<file path="src/rtl/popcount_seq_pkg.sv">
// Shared definitions for the sequential popcount engine: FSM encoding,
// slice width and a constant-foldable clog2 used to size counters.
package popcount_seq_pkg;

  typedef enum logic [1:0] {
    ST_IDLE = 2'd0,
    ST_RUN  = 2'd1,
    ST_DONE = 2'd2
  } state_e;

  localparam int unsigned SLICE_W = 8;

  // Smallest r with 2**r >= v; returns 0 for v <= 1.
  function automatic int unsigned clog2(input int unsigned v);
    int unsigned r;
    r = 0;
    for (int unsigned i = 0; i < 32; i++) begin
      if ((32'd1 << i) < v) r = i + 1;
    end
    return r;
  endfunction

endpackage

</file>
<file path="src/rtl/popcount_seq_core.sv">
// Combinational 8-bit population count; the single datapath shared across
// all slices of a wide word.
module popcount8_core (
  input  logic [7:0] in_byte,
  output logic [3:0] count
);

  always_comb begin
    count = '0;
    for (int unsigned i = 0; i < 8; i++) begin
      count = count + {3'b000, in_byte[i]};
    end
  end

endmodule

</file>
<file path="src/rtl/popcount_seq.sv">
// Wide-word popcount: accepts one word, walks its byte slices LSB-first
// through one popcount8_core, and presents the accumulated total.
module popcount_seq
  import popcount_seq_pkg::*;
#(
  parameter  int unsigned WIDTH  = 32,
  localparam int unsigned NSLICE = WIDTH / SLICE_W,
  localparam int unsigned CW     = clog2(WIDTH + 1)
) (
  input  logic             CLK,
  input  logic             RESET,
  input  logic [WIDTH-1:0] in_data,
  input  logic             in_valid,
  output logic             in_ready,
  output logic [CW-1:0]    out_count,
  output logic             out_valid,
  input  logic             out_ready,
  output logic             busy
);

  localparam int unsigned IDX_W = (clog2(NSLICE) < 1) ? 1 : clog2(NSLICE);
  localparam logic [IDX_W-1:0] LAST_IDX = IDX_W'(NSLICE - 1);

  state_e             state_q, state_d;
  logic [WIDTH-1:0]   shift_q, shift_d;
  logic [CW-1:0]      acc_q,   acc_d;
  logic [IDX_W-1:0]   idx_q,   idx_d;
  logic [3:0]         slice_count;

  popcount8_core u_pc8 (
    .in_byte (shift_q[SLICE_W-1:0]),
    .count   (slice_count)
  );

  always_comb begin
    state_d   = state_q;
    shift_d   = shift_q;
    acc_d     = acc_q;
    idx_d     = idx_q;
    in_ready  = 1'b0;
    out_valid = 1'b0;
    busy      = 1'b0;

    case (state_q)
      ST_IDLE: begin
        in_ready = 1'b1;
        if (in_valid) begin
          shift_d = in_data;
          acc_d   = '0;
          idx_d   = '0;
          state_d = ST_RUN;
        end
      end
      ST_RUN: begin
        busy    = 1'b1;
        acc_d   = acc_q + CW'(slice_count);
        shift_d = shift_q >> SLICE_W;
        idx_d   = idx_q + IDX_W'(1);
        // Fixed NSLICE cycles: no early exit when the remainder is zero.
        if (idx_q == LAST_IDX) state_d = ST_DONE;
      end
      ST_DONE: begin
        busy      = 1'b1;
        out_valid = 1'b1;
        if (out_ready) begin
          acc_d   = '0;
          state_d = ST_IDLE;
        end
      end
      default: begin
        state_d = ST_IDLE;
      end
    endcase
  end

  assign out_count = acc_q;

  always_ff @(posedge CLK) begin
    if (RESET) begin
      state_q <= ST_IDLE;
      shift_q <= '0;
      acc_q   <= '0;
      idx_q   <= '0;
    end else begin
      state_q <= state_d;
      shift_q <= shift_d;
      acc_q   <= acc_d;
      idx_q   <= idx_d;
    end
  end

endmodule

</file>
<file path="config.mk">
export PLATFORM = sky130hd
export DESIGN_NAME = popcount_seq
export DESIGN_NICKNAME = d
export VERILOG_FILES = /design/src/rtl/popcount_seq_pkg.sv /design/src/rtl/popcount_seq_core.sv /design/src/rtl/popcount_seq.sv
export SDC_FILE = /design/constraint.sdc
export NUM_CORES = 1
export LEC_CHECK = 0
export CORE_AREA = 2 2 96 61
export DETAILED_ROUTE_END_ITERATION = 12
export DIE_AREA = 0 0 98 63
export GPL_TIMING_DRIVEN = 1
export MAX_ROUTING_LAYER = met4
export PLACE_DENSITY = 0.72
export RECOVER_POWER = 100
export SYNTH_ARGS = -nofsm -noshare
export SYNTH_HDL_FRONTEND = slang
export SYNTH_SLANG_ARGS = --single-unit
</file>
<file path="constraint.sdc">
create_clock -name CLK -period 3.4 [get_ports CLK]
set_input_delay 0.51 -clock CLK [delete_from_list [all_inputs] [get_ports CLK]]
set_output_delay 0.51 -clock CLK [all_outputs]
set_load 0.01 [all_outputs]
</file>
==> results.txt <==
----------------------------------------------------
[Status]
  Status ... complete, but fails checks
  Violated checks ... capacitance limit, slew limit, setup timing

[Final layout]
  Most common cell after layout, fill and taps aside ... dfxtp_1
  Number of inserted filler cells in the final layout ... 499
  Layout cells sized above 1 ... between 15 and 20%
  Final net count ... approximately 330
  Final design instance area without fill ... 2904 µm²
  Commonest non-fill, non-tap cells in the layout ... 40 x dfxtp_1, 39 x nor2_1, 34 x clkdlybuf4s50_1, 26 x mux2i_1, 19 x a211oi_2
  Antenna diode instance count ... 0
  Relative area change from synthesis to final layout ... 25.94%

[GRT]
  Aggregate global routing overflow ... 0
  Pin count of the biggest net entering global routing ... 38
  Number of antenna violations at the first check in global routing ... 0
  Met2 routing resource usage after global routing ... 24.49%
  GRT Util Overall ... between 15 and 20%
  Number of global-route vias before repair ... approximately 1700
  GR met3 Demand/Resource ... roughly 5.5%
  Global-route wire length before repair ... 7.852 mm
  Most used routing layer in global routing ... met2
  Met1 Usage GRT ... around 21%

[Synth]
  Post-synthesis sequential element count ... between 40 and 50
  Syn Nets ... about 290
  Synthesized cell area ... 2306 µm²
  Flip-flop cell with the highest count after synthesis ... dfxtp_1
  Gate count of the mapped netlist ... 233
  Post-synth cell types ... 35
  Yosys warning count ... 0
  Sequential-to-total area share from yosys stat ... between 30% and 40%
  Share of flip-flops with an asynchronous set or reset after synthesis ... 0%
  Number of enable flip-flop cells after synthesis ... 0
  Synth Area per Inst ... 9.897 µm²

[Floorplanning]
  Die width ... 98 µm
  I/O pin count ... 45
  Number of rows created at floorplan ... 21
  Area of the core ... about 5300 µm²
  Effective utilization at floorplan ... 43.23%
  Die H ... 63 µm
  Die Area ... slightly above 6000 µm²

[Critical path]
  Cell type with the highest occurrence count on the critical path ... fa_1
  Cell-by-cell trace of the critical path ... ha_4, inv_2, fa_1, fa_1, fa_2, fa_1, inv_2, ha_4, a211oi_4, nor3b_2, o211ai_1, mux2i_1
  WP buf/inv ... 2
  Max stage delay cell, worst path ... fa_1
  Type of element launching the critical path ... flop
  Family with the most delay on the worst path ... adder cells
  Slowest stage delay, CP ... approximately 0.53 ns
  Critical path capture point type ... flop
  Critical setup path kind ... flop to flop
  Critical path data arrival time ... roughly 3.8 ns
  Biggest fanout along the worst timing path ... 2
  Required time of the critical path ... roughly 3.6 ns

[Min path]
  Classification of the worst-slack hold path ... flop to flop

[Pwr]
  Leakage ... around 1.1 nW
  Part of the power in the clock network ... about a fifth
  Design internal power ... between 1 and 1.5 mW
  Power density relative to cell area ... roughly 550 nW/µm²
  Switch share ... a little over a third
  Switching component of the power ... ~0.57 mW
  Largest vdd supply drop ... around 0.00024 V
  Seq pwr share ... between 30% and 40%
  Portion of total power attributed to combinational logic ... a little over two fifths

[Clock tree]
  Clock Tree Root ... clkbuf_8
  Sink Count ... 42
  TritonCTS Buffers ... 5
  TritonCTS clock tree ... built
  H-tree level count ... 2
  Clock slew at reported path FFs ... approximately 0.090 ns
  Hold buffer count at CTS ... 0
  Source-to-sink clock delay at the later pin of the worst-skew pair ... 0.30 ns
  Maximum buffer depth of the clock tree ... 2

[Timing]
  Final setup skew ... approximately 0.011 ns
  Unrepaired setup endpoints after global routing ... true
  Final setup margin ... -0.1438 ns
  Number of max-slew violations in the final report ... 26
  Achievable clock frequency ... 0.2822 GHz
  Post-layout min period ... ~3.5 ns
  Least-Margin Pin Slew ... between 1.5 and 2 ns
  Final setup violation count ... 4
  Max-Slew Margin vs Limit ... -18.05%
  Final Hold Viols ... 0
  Hold slack final ... just under 0.5 ns
  Crit share post-route ... 104.2%

[Detailed routing]
  Final Routed Wirelength ... 4.686 mm
  Via count normalized by instance count ... just over 5
  Antenna Nets Post-Route ... 0
  Total number of vias ... ~1800
  Per-cell routed wire length ... between 10 and 15 µm
  Number of DRC violations after detailed routing ... 0
  Length of the first detailed-routing pass in iterations ... 5
  Iter 0 DRT Violations ... slightly above 50

[Run]
  Count of maximum capacitance violations ... 1

[Placement]
  Standard cell area after detailed placement ... ~2800 µm²
  Estimated wirelength of the detail-placed design ... 3.359 mm
  RePlAce Congestion ... just over 0.8
  Port Buffer Count ... 44

----------------------------------------------------
[layer usage]
layer	share of wire, %	vias up
met1	50	817
met3	6.8	7
met2	42	42
met5	0	-
li1	-	900
met4	0.98	0
[power groups by stage]
stage          clock (mW)  combinational, mW  sequential [mW]
6_report            0.329              0.667            0.605
3_3_place_gp            0              0.614            0.611
4_1_cts             0.340              0.641            0.605
5_1_grt             0.359              0.747            0.614
2_1_floorplan           0              0.473            0.605
3_5_place_dp            0              0.631            0.614
[kinds of logic (layout without fill, tap and decap cells)]
kind of cell	Yosys count	after routing	synth area share, %
simple gates	68	68	14.76
flops	42	42	36.46
fa+ha+maj	17	17	10.85
xor+xnor	2	2	0.7598
buf+inv	30	74	6.403
compound gates	48	48	19.48
mux	26	26	11.29
[flip-flops by register name, indices dropped and copies added (netlist names)]
signal,count
state_q,2
shift_q,32
idx_q,2
out_count,6
[repair_timing]
| action | 4_1_cts | 5_1_grt |
|---|---|---|
| pin swaps | 1 | 5 |
| gates resized for setup | 7 | 3 |
| buffers inserted | 0 | 1 |
| endpoints found under the setup margin | 4 | 5 |
[worst reg2reg max path: cells and delay by family (launching register included)]
family	cells	cell delay (ns)
buffers and inverters	2	0.09
adder cells (fa/ha/maj)	6	2.34
multiplexers	1	0.19
AO/OA/AOI/OAI	2	0.46
flip-flops	1	0.34
AND/OR/NAND/NOR	1	0.08
[path summary, 6_finish.rpt]
kind / startpoint / to / slack [ns] / depth (start not counted)
setup / recovery: shift_q[1]$_SDFFE_PP0P_ / out_count[5]$_SDFFE_PP0P_ / -0.14 / 12
setup reg to reg: shift_q[1]$_SDFFE_PP0P_ / out_count[5]$_SDFFE_PP0P_ / -0.14 / 12
hold / removal: out_count[3]$_SDFFE_PP0P_ / out_count[3]$_SDFFE_PP0P_ / 0.49 / 2
hold reg to reg: out_count[3]$_SDFFE_PP0P_ / out_count[3]$_SDFFE_PP0P_ / 0.49 / 2
[synth_stat cells (all sizes together), types with 4 or more instances]
| master | number | area share, % |
|---|---|---|
| a211oi | 25 | 12 |
| a21oi | 5 | 1.1 |
| a22oi | 8 | 2.6 |
| buf | 8 | 2.7 |
| clkbuf | 6 | 1.1 |
| dfxtp | 42 | 36 |
| fa | 5 | 4.3 |
| ha | 12 | 6.5 |
| inv | 16 | 2.6 |
| mux2i | 26 | 11 |
| nand2 | 7 | 1.1 |
| nand3b | 4 | 1.3 |
| nor2 | 39 | 6.7 |
| nor2b | 4 | 1.1 |
| nor3 | 4 | 1.4 |
[final cells by class]
class | count | area, µm² | area share (%)
Clock buffer | 5 | 68.82 | 2.370
Inverter | 16 | 60.06 | 2.068
Clock inverter | 3 | 21.27 | 0.7324
Multi-Input combinational cell | 161 | 1346 | 46.36
Timing Repair Buffer | 50 | 478.0 | 16.46
Tap cell | 69 | 86.33 | 2.973
Sequential cell | 42 | 843.3 | 29.04
[metrics by stage]
| stage | worst slack, ns | utilization (%) | total power [mW] | cells | setup TNS, ns |
|---|---|---|---|---|---|
| 2_1_floorplan | -0.01054 | - | 1.078 | 233 | -0.01054 |
| 3_3_place_gp | -0.05284 | 52.50 | 1.225 | 337 | -0.09361 |
| 3_5_place_dp | -0.1513 | 52.50 | 1.244 | 337 | -0.4169 |
| 4_1_cts | -0.1607 | 54.61 | 1.586 | 345 | -0.3420 |
| 5_1_grt | -0.3058 | 54.45 | 1.720 | 346 | -3.943 |
| 6_report | -0.1438 | 54.45 | 1.601 | 346 | -0.3814 |
(Power assumes the default switching activity.)
